## src/rtl/pipeline_ctrl_if.sv

```systemverilog
// Hazard/stall bundle between the pipeline datapath (master) and pipeline_ctrl (slave).
// Carries the stage register/hazard info in, stall/bubble/forward selects and perf counters out.
interface pipeline_ctrl_if;
  logic [4:0]  d_rs;
  logic [4:0]  d_rt;
  logic        d_use_rs;
  logic        d_use_rt;
  logic        e_wreg;
  logic        e_m2reg;
  logic [4:0]  e_rn;
  logic        m_wreg;
  logic        m_m2reg;
  logic [4:0]  m_rn;
  logic        m_mem_req;
  logic        dmem_ready;
  logic        e_mdu_start;

  logic        f_stall;
  logic        d_stall;
  logic        e_stall;
  logic        m_stall;
  logic        d_bubble;
  logic        e_bubble;
  logic        m_bubble;
  logic        w_bubble;
  logic [1:0]  fwd_a;
  logic [1:0]  fwd_b;
  logic        mdu_busy;
  logic [31:0] perf_stall_cycles;
  logic [31:0] perf_loaduse;

  modport master (
    output d_rs, d_rt, d_use_rs, d_use_rt,
    output e_wreg, e_m2reg, e_rn,
    output m_wreg, m_m2reg, m_rn,
    output m_mem_req, dmem_ready, e_mdu_start,
    input  f_stall, d_stall, e_stall, m_stall,
    input  d_bubble, e_bubble, m_bubble, w_bubble,
    input  fwd_a, fwd_b, mdu_busy,
    input  perf_stall_cycles, perf_loaduse
  );

  modport slave (
    input  d_rs, d_rt, d_use_rs, d_use_rt,
    input  e_wreg, e_m2reg, e_rn,
    input  m_wreg, m_m2reg, m_rn,
    input  m_mem_req, dmem_ready, e_mdu_start,
    output f_stall, d_stall, e_stall, m_stall,
    output d_bubble, e_bubble, m_bubble, w_bubble,
    output fwd_a, fwd_b, mdu_busy,
    output perf_stall_cycles, perf_loaduse
  );
endinterface

```

## src/rtl/pipeline_ctrl.sv

```systemverilog
// Five-stage pipeline hazard controller: load-use, data-memory wait and multi-cycle MDU stalls, plus forwarding selects.
// Optional performance counters are compiled in with `define PIPELINE_CTRL_PERF_EN.
//
// state    | meaning
// RUN      | normal flow; load-use stall is evaluated here only
// MEM_WAIT | data memory outstanding; F/D/E/M held, W gets a bubble
// MDU_WAIT | multi-cycle MDU running; F/D/E held, M gets a bubble
module pipeline_ctrl #(
  parameter int unsigned MDU_LAT = 32
) (
  input logic            clk,
  input logic            reset,
  pipeline_ctrl_if.slave pif
);

  typedef enum logic [1:0] {
    RUN      = 2'd0,
    MEM_WAIT = 2'd1,
    MDU_WAIT = 2'd2
  } state_t;

  localparam logic [7:0] MDU_LOAD = 8'(MDU_LAT - 1);

  state_t     state;
  state_t     state_nxt;
  logic [7:0] mdu_cnt;
  logic [7:0] mdu_cnt_nxt;
  logic       mem_miss;
  logic       load_use;

  logic f_stall, d_stall, e_stall, m_stall;
  logic d_bubble, e_bubble, m_bubble, w_bubble;

  function automatic logic [1:0] fwd_sel(
    input logic [4:0] src,
    input logic       e_wreg,
    input logic       e_m2reg,
    input logic [4:0] e_rn,
    input logic       m_wreg,
    input logic       m_m2reg,
    input logic [4:0] m_rn
  );
    logic [1:0] sel;
    sel = 2'd0;
    if (src == 5'd0) begin
      sel = 2'd0;
    end else if (e_wreg && !e_m2reg && (e_rn == src)) begin
      sel = 2'd1;
    end else if (m_wreg && (m_rn == src)) begin
      sel = m_m2reg ? 2'd3 : 2'd2;
    end
    return sel;
  endfunction

  always_comb begin
    mem_miss = pif.m_mem_req & ~pif.dmem_ready;
    load_use = pif.e_m2reg & (pif.e_rn != 5'd0) &
               ((pif.d_use_rs & (pif.e_rn == pif.d_rs)) |
                (pif.d_use_rt & (pif.e_rn == pif.d_rt)));
  end

  always_ff @(posedge clk) begin
    if (reset) begin
      state   <= RUN;
      mdu_cnt <= 8'd0;
    end else begin
      state   <= state_nxt;
      mdu_cnt <= mdu_cnt_nxt;
    end
  end

  // The MDU issue cycle itself is not stalled: the wait is the following
  // MDU_LAT cycles, so busy and the stalls line up exactly.
  always_comb begin
    state_nxt   = state;
    mdu_cnt_nxt = mdu_cnt;
    f_stall     = 1'b0;
    d_stall     = 1'b0;
    e_stall     = 1'b0;
    m_stall     = 1'b0;
    d_bubble    = 1'b0;
    e_bubble    = 1'b0;
    m_bubble    = 1'b0;
    w_bubble    = 1'b0;

    case (state)
      RUN: begin
        if (mem_miss) begin
          {f_stall, d_stall, e_stall, m_stall} = 4'b1111;
          w_bubble  = 1'b1;
          state_nxt = MEM_WAIT;
        end else if (pif.e_mdu_start) begin
          mdu_cnt_nxt = MDU_LOAD;
          state_nxt   = MDU_WAIT;
        end else if (load_use) begin
          f_stall  = 1'b1;
          d_stall  = 1'b1;
          e_bubble = 1'b1;
        end
      end

      MEM_WAIT: begin
        if (pif.dmem_ready) begin
          // Release cycle: a held MDU instruction issues now, as from RUN.
          if (pif.e_mdu_start) begin
            mdu_cnt_nxt = MDU_LOAD;
            state_nxt   = MDU_WAIT;
          end else begin
            state_nxt = RUN;
          end
        end else begin
          {f_stall, d_stall, e_stall, m_stall} = 4'b1111;
          w_bubble = 1'b1;
        end
      end

      MDU_WAIT: begin
        {f_stall, d_stall, e_stall} = 3'b111;
        m_bubble = 1'b1;
        if (mdu_cnt == 8'd0) begin
          state_nxt = mem_miss ? MEM_WAIT : RUN;
        end else begin
          mdu_cnt_nxt = mdu_cnt - 8'd1;
        end
      end

      default: begin
        state_nxt = RUN;
      end
    endcase

    if (reset) begin
      {f_stall, d_stall, e_stall, m_stall}     = 4'b0000;
      {d_bubble, e_bubble, m_bubble, w_bubble} = 4'b0000;
    end
  end

  assign pif.f_stall  = f_stall;
  assign pif.d_stall  = d_stall;
  assign pif.e_stall  = e_stall;
  assign pif.m_stall  = m_stall;
  assign pif.d_bubble = d_bubble;
  assign pif.e_bubble = e_bubble;
  assign pif.m_bubble = m_bubble;
  assign pif.w_bubble = w_bubble;
  assign pif.mdu_busy = (state == MDU_WAIT) & ~reset;

  assign pif.fwd_a = reset ? 2'd0 :
                     fwd_sel(pif.d_rs, pif.e_wreg, pif.e_m2reg, pif.e_rn,
                             pif.m_wreg, pif.m_m2reg, pif.m_rn);
  assign pif.fwd_b = reset ? 2'd0 :
                     fwd_sel(pif.d_rt, pif.e_wreg, pif.e_m2reg, pif.e_rn,
                             pif.m_wreg, pif.m_m2reg, pif.m_rn);

`ifdef PIPELINE_CTRL_PERF_EN
  logic [31:0] perf_stall_q;
  logic [31:0] perf_lu_q;

  // e_bubble is only ever raised by a load-use stall, so it marks those cycles.
  always_ff @(posedge clk) begin
    if (reset) begin
      perf_stall_q <= 32'd0;
      perf_lu_q    <= 32'd0;
    end else begin
      if (f_stall)  perf_stall_q <= perf_stall_q + 32'd1;
      if (e_bubble) perf_lu_q    <= perf_lu_q + 32'd1;
    end
  end

  assign pif.perf_stall_cycles = perf_stall_q;
  assign pif.perf_loaduse      = perf_lu_q;
`else
  assign pif.perf_stall_cycles = 32'd0;
  assign pif.perf_loaduse      = 32'd0;
`endif

endmodule

```

## src/flat_wrapper.sv

```systemverilog
// flat-port wrapper written by rule: the top's interface ports become plain ports
module pipeline_ctrl_flat 
#(
  parameter int unsigned MDU_LAT = 32
)
  (clk, reset, pif_d_rs, pif_d_rt, pif_d_use_rs, pif_d_use_rt, pif_e_wreg, pif_e_m2reg, pif_e_rn, pif_m_wreg, pif_m_m2reg, pif_m_rn, pif_m_mem_req, pif_dmem_ready, pif_e_mdu_start, pif_f_stall, pif_d_stall, pif_e_stall, pif_m_stall, pif_d_bubble, pif_e_bubble, pif_m_bubble, pif_w_bubble, pif_fwd_a, pif_fwd_b, pif_mdu_busy, pif_perf_stall_cycles, pif_perf_loaduse);
  pipeline_ctrl_if pif_i ();
  input logic clk;
  input logic reset;
  input wire logic [$bits(pif_i.d_rs)-1:0] pif_d_rs;
  input wire logic [$bits(pif_i.d_rt)-1:0] pif_d_rt;
  input wire logic [$bits(pif_i.d_use_rs)-1:0] pif_d_use_rs;
  input wire logic [$bits(pif_i.d_use_rt)-1:0] pif_d_use_rt;
  input wire logic [$bits(pif_i.e_wreg)-1:0] pif_e_wreg;
  input wire logic [$bits(pif_i.e_m2reg)-1:0] pif_e_m2reg;
  input wire logic [$bits(pif_i.e_rn)-1:0] pif_e_rn;
  input wire logic [$bits(pif_i.m_wreg)-1:0] pif_m_wreg;
  input wire logic [$bits(pif_i.m_m2reg)-1:0] pif_m_m2reg;
  input wire logic [$bits(pif_i.m_rn)-1:0] pif_m_rn;
  input wire logic [$bits(pif_i.m_mem_req)-1:0] pif_m_mem_req;
  input wire logic [$bits(pif_i.dmem_ready)-1:0] pif_dmem_ready;
  input wire logic [$bits(pif_i.e_mdu_start)-1:0] pif_e_mdu_start;
  output wire logic [$bits(pif_i.f_stall)-1:0] pif_f_stall;
  output wire logic [$bits(pif_i.d_stall)-1:0] pif_d_stall;
  output wire logic [$bits(pif_i.e_stall)-1:0] pif_e_stall;
  output wire logic [$bits(pif_i.m_stall)-1:0] pif_m_stall;
  output wire logic [$bits(pif_i.d_bubble)-1:0] pif_d_bubble;
  output wire logic [$bits(pif_i.e_bubble)-1:0] pif_e_bubble;
  output wire logic [$bits(pif_i.m_bubble)-1:0] pif_m_bubble;
  output wire logic [$bits(pif_i.w_bubble)-1:0] pif_w_bubble;
  output wire logic [$bits(pif_i.fwd_a)-1:0] pif_fwd_a;
  output wire logic [$bits(pif_i.fwd_b)-1:0] pif_fwd_b;
  output wire logic [$bits(pif_i.mdu_busy)-1:0] pif_mdu_busy;
  output wire logic [$bits(pif_i.perf_stall_cycles)-1:0] pif_perf_stall_cycles;
  output wire logic [$bits(pif_i.perf_loaduse)-1:0] pif_perf_loaduse;
  assign pif_i.d_rs = pif_d_rs;
  assign pif_i.d_rt = pif_d_rt;
  assign pif_i.d_use_rs = pif_d_use_rs;
  assign pif_i.d_use_rt = pif_d_use_rt;
  assign pif_i.e_wreg = pif_e_wreg;
  assign pif_i.e_m2reg = pif_e_m2reg;
  assign pif_i.e_rn = pif_e_rn;
  assign pif_i.m_wreg = pif_m_wreg;
  assign pif_i.m_m2reg = pif_m_m2reg;
  assign pif_i.m_rn = pif_m_rn;
  assign pif_i.m_mem_req = pif_m_mem_req;
  assign pif_i.dmem_ready = pif_dmem_ready;
  assign pif_i.e_mdu_start = pif_e_mdu_start;
  assign pif_f_stall = pif_i.f_stall;
  assign pif_d_stall = pif_i.d_stall;
  assign pif_e_stall = pif_i.e_stall;
  assign pif_m_stall = pif_i.m_stall;
  assign pif_d_bubble = pif_i.d_bubble;
  assign pif_e_bubble = pif_i.e_bubble;
  assign pif_m_bubble = pif_i.m_bubble;
  assign pif_w_bubble = pif_i.w_bubble;
  assign pif_fwd_a = pif_i.fwd_a;
  assign pif_fwd_b = pif_i.fwd_b;
  assign pif_mdu_busy = pif_i.mdu_busy;
  assign pif_perf_stall_cycles = pif_i.perf_stall_cycles;
  assign pif_perf_loaduse = pif_i.perf_loaduse;
  pipeline_ctrl #(.MDU_LAT(MDU_LAT)) u_core (.clk(clk), .reset(reset), .pif(pif_i));
endmodule
```

## config.mk

```make
export PLATFORM = sky130hd
export DESIGN_NAME = pipeline_ctrl_flat
export DESIGN_NICKNAME = d
export VERILOG_FILES = /design/src/rtl/pipeline_ctrl_if.sv /design/src/rtl/pipeline_ctrl.sv /design/src/flat_wrapper.sv
export SDC_FILE = /design/constraint.sdc
export NUM_CORES = 1
export LEC_CHECK = 0
export CAP_MARGIN = 20
export CORE_UTILIZATION = 31
export CTS_CLUSTER_SIZE = 28
export DETAILED_ROUTE_END_ITERATION = 7
export PLACE_DENSITY = 0.75
export SLEW_MARGIN = 20
export SYNTH_ARGS = -nofsm -noshare
export SYNTH_HDL_FRONTEND = slang
export SYNTH_SLANG_ARGS = --single-unit
export TNS_END_PERCENT = 20
```

## constraint.sdc

```tcl
create_clock -name clk -period 1.85 [get_ports clk]
set_input_delay 0.2775 -clock clk [delete_from_list [all_inputs] [get_ports clk]]
set_output_delay 0.2775 -clock clk [all_outputs]
set_load 0.01 [all_outputs]
```

==> results.md <==
- Clock transition at path regs: 0.05 ns
- Fin nets: 292
- Violated checks: negative setup slack
- CTS tree: yes
- Final HPWL DP: 2790 µm
- Crit path largest cell delay: 0.48 ns
- Buf/Inv on CP: 1
- Largest cells by area after synthesis: buf_4 36%, dfxtp_1 14%, xor2_1 12%
- Post-detailed-route count of antenna-violating nets: 0
- Final setup fails: 7
- Family with the most delay on the worst path: simple AND/OR/NAND/NOR gates
- Clock latency on the worst-skew pair: 0.23 ns
- Clk sinks: 10
- Overall die width: 69.9 µm
- Final Max Tran Viols: 0
- Tightest Hold Check Type: reg2reg
- DRT Wirelength: 3450 µm
- Total GRT Usage: 14.3%
- Vias post-DR: 1294
- Pin count of the biggest net entering global routing: 14
- Leading area contributor after synthesis: buf_4
- Max Root-Sink Buffers: 2
- Syn_area_per_cell: 7.89 µm²
- Commonest cells post-synth: 69 x buf_4, 19 x xor2_1, 10 x dfxtp_1, 10 x nor3_1, 8 x nor2_1
- Fin crit share: 107%
- Fill cells: 440
- CTS H-tree depth: 1
- Cells after synthesis: 181
- Top-area cell type share of the netlist area: 36.3%
- Reg2Reg Capture Point: u_core.state[0]$_SDFFE_PP0P_
- Crit Path Category: reg2reg
- Pre-antenna DRT Iters: 4
- WP depth: 6
- Final hold vios: 0
- Post-route setup slack: -0.124 ns
- Crit Path Max Fanout: 2
- Initial Util: 32.6%
- Synth warnings: 0
- CTS Buf Count: 3
- Power Density: 497 nW/µm²
- Placed cell count: 301
- # diodes: 0
- Distinct cells, synth: 39
- Register area share after synthesis: 14.0%
- Layout cell share with drive strength beyond 1: 29.1%
- Synth-to-Final Area Change: 40.3%
- First-pass GRT wire length: 5580 µm
- Grt ovf: 0
- Most frequently used flop master after synthesis: dfxtp_1
- Worst Skew: 0.00118 ns
- I/O pins: 108
- Vias in the first global route: 1217
- Area occupied by multi-input gates: 1030 µm²
- P_leak: 0.995 nW
- Starting DRC count in detailed routing: 50
- Critical path's slowest cell: or4b_4
- Seq. cell area: 201 µm²
- DR WL/cell: 11.1 µm
- Achievable frequency: 0.507 GHz
- Reg2Reg Setup Slack: -0.12 ns
- Non-Filler Instances: 310
- Critical Path Start: u_core.mdu_cnt[1]$_SDFFE_PP0P_
- Port Buffers: 42
- Chip height: 69.9 µm
- Crit start category: flop
- Core ar.: 4380 µm²
- CP endpoint kind: flop
- Peak VDD IR: 0.000260 V
- Worst EP arrival: 2.13 ns
- Clock root buffer: clkbuf_8
- Place WS: -0.629 ns
- EDFF count, synth: 0
- Yosys reg bits: 10
- Die Area: 4880 µm²
- R2R Path Start: u_core.mdu_cnt[1]$_SDFFE_PP0P_
- Share of synthesized registers carrying an async set or reset: 0%
- Gpl congestion: 0.894
- Netlist Area Pre-Place: 1430 µm²
- Most common cell in the netlist: buf_4
- RSZ-0062 raised after global routing: true
- Status: complete, but fails checks
- Row Count: 24
- Cells on worst reg2reg path: 6
- Period minus WS final: 1.97 ns
- Worst Path Required: 2.01 ns
- Critical path destination: u_core.state[0]$_SDFFE_PP0P_
- Initial antenna violation count: 0
- Vias/cell: 4.17
- DR DRC count: 0
- Crit path cell chain: inv_1 -> ha_1 -> or4b_4 -> o41a_4 -> or3b_1 -> a211oi_2
- Post-Route Utilization: 45.7%
- Max Cap Viol: 0
-- kinds of logic (layout without fill, tap and decap cells) --
kind of cell	after synthesis	after routing	synth area share [%]
xor+xnor	24	24	14.7
compound gates	21	21	11.6
buf+inv	74	87	37.7
simple gates	49	49	20.0
fa+ha+maj	2	2	1.75
flops	10	10	14.0
other cells	1	65	0.262
-- per-stage QoR --
step	setup TNS, ns	area, µm²	power [mW]	hold slack (ns)
finish	-0.209	2000	0.997	0.546
global route	-1.17	2000	1.07	0.573
CTS	-0.214	1980	0.985	0.541
detailed placement	-5.83	1880	0.695	0.534
global placement	-5.18	1880	0.685	0.524
floorplan	-0.202	1670	0.588	0.342
-- layer usage --
metal	track usage (%)	share of wire (%)	up-vias
met3	1.73	4.5	8
li1	-	-	638
met4	8.44	3.2	0
met5	0	0	-
met2	24.7	52	63
met1	16.7	41	585
-- tightest hold or removal path, stage by stage, from the launching register on --
cell and delay, ns:
dfxtp_1 0.35, nand2_1 0.09, a211oi_2 0.06
-- cell type report --
type                       count  share of cell area [%]
sequential                    10                    10.0
inverter                       3                   0.562
timing repair buffer          80                    32.1
multi-input combinational    161                    51.3
tap                           52                    3.25
clock buffer                   4                    2.75
-- worst min-delay path by stage --
stage / startpoint / to / slack, ns / cells past startpoint
floorplan: pif_dmem_ready / u_core.state[0]$_SDFFE_PP0P_ / 0.34 / 1
global placement: u_core.state[0]$_SDFFE_PP0P_ / u_core.state[0]$_SDFFE_PP0P_ / 0.52 / 2
detailed placement: u_core.state[0]$_SDFFE_PP0P_ / u_core.state[0]$_SDFFE_PP0P_ / 0.53 / 2
CTS: u_core.state[0]$_SDFFE_PP0P_ / u_core.state[0]$_SDFFE_PP0P_ / 0.54 / 2
global route: u_core.state[0]$_SDFFE_PP0P_ / u_core.state[0]$_SDFFE_PP0P_ / 0.57 / 2
finish: u_core.state[0]$_SDFFE_PP0P_ / u_core.state[0]$_SDFFE_PP0P_ / 0.55 / 2
-- registers in the layout, summed over array words and instances (netlist names) --
register and count:
u_core.state 2, u_core.mdu_cnt 8
-- cells in the final DEF (no fill, tap or decap), types with 3 or more instances in the layout --
cell             instances
dlygate4sd2_1           22
clkdlybuf4s50_1         10
buf_4                   37
xnor2_1                  4
nand3_1                  3
nor3_2                   3
buf_2                    8
nand4_1                  3
clkbuf_8                 4
dfxtp_1                  9
nor3_1                   6
conb_1                  65
a21oi_1                  6
xor2_1                  18
nand2b_1                 3
nor2_1                   6
-- repair_timing --
action                                  4_1_cts  5_1_grt
hold buffers                                  0        0
endpoints found under the hold margin         0        0
resized for setup                            76        7
endpoints found under the setup margin       15       15
pin swaps                                    14        2
setup buffers                                 5        0
-- report_power, final --
part | leakage [nW] | switching, mW | internal [mW]
Combinational | 0.884 | 0.241 | 0.225
Clock | 0.0288 | 0.0839 | 0.187
Sequential | 0.0826 | 0.0232 | 0.237
No activity file was read; power rests on OpenSTA's default activity.
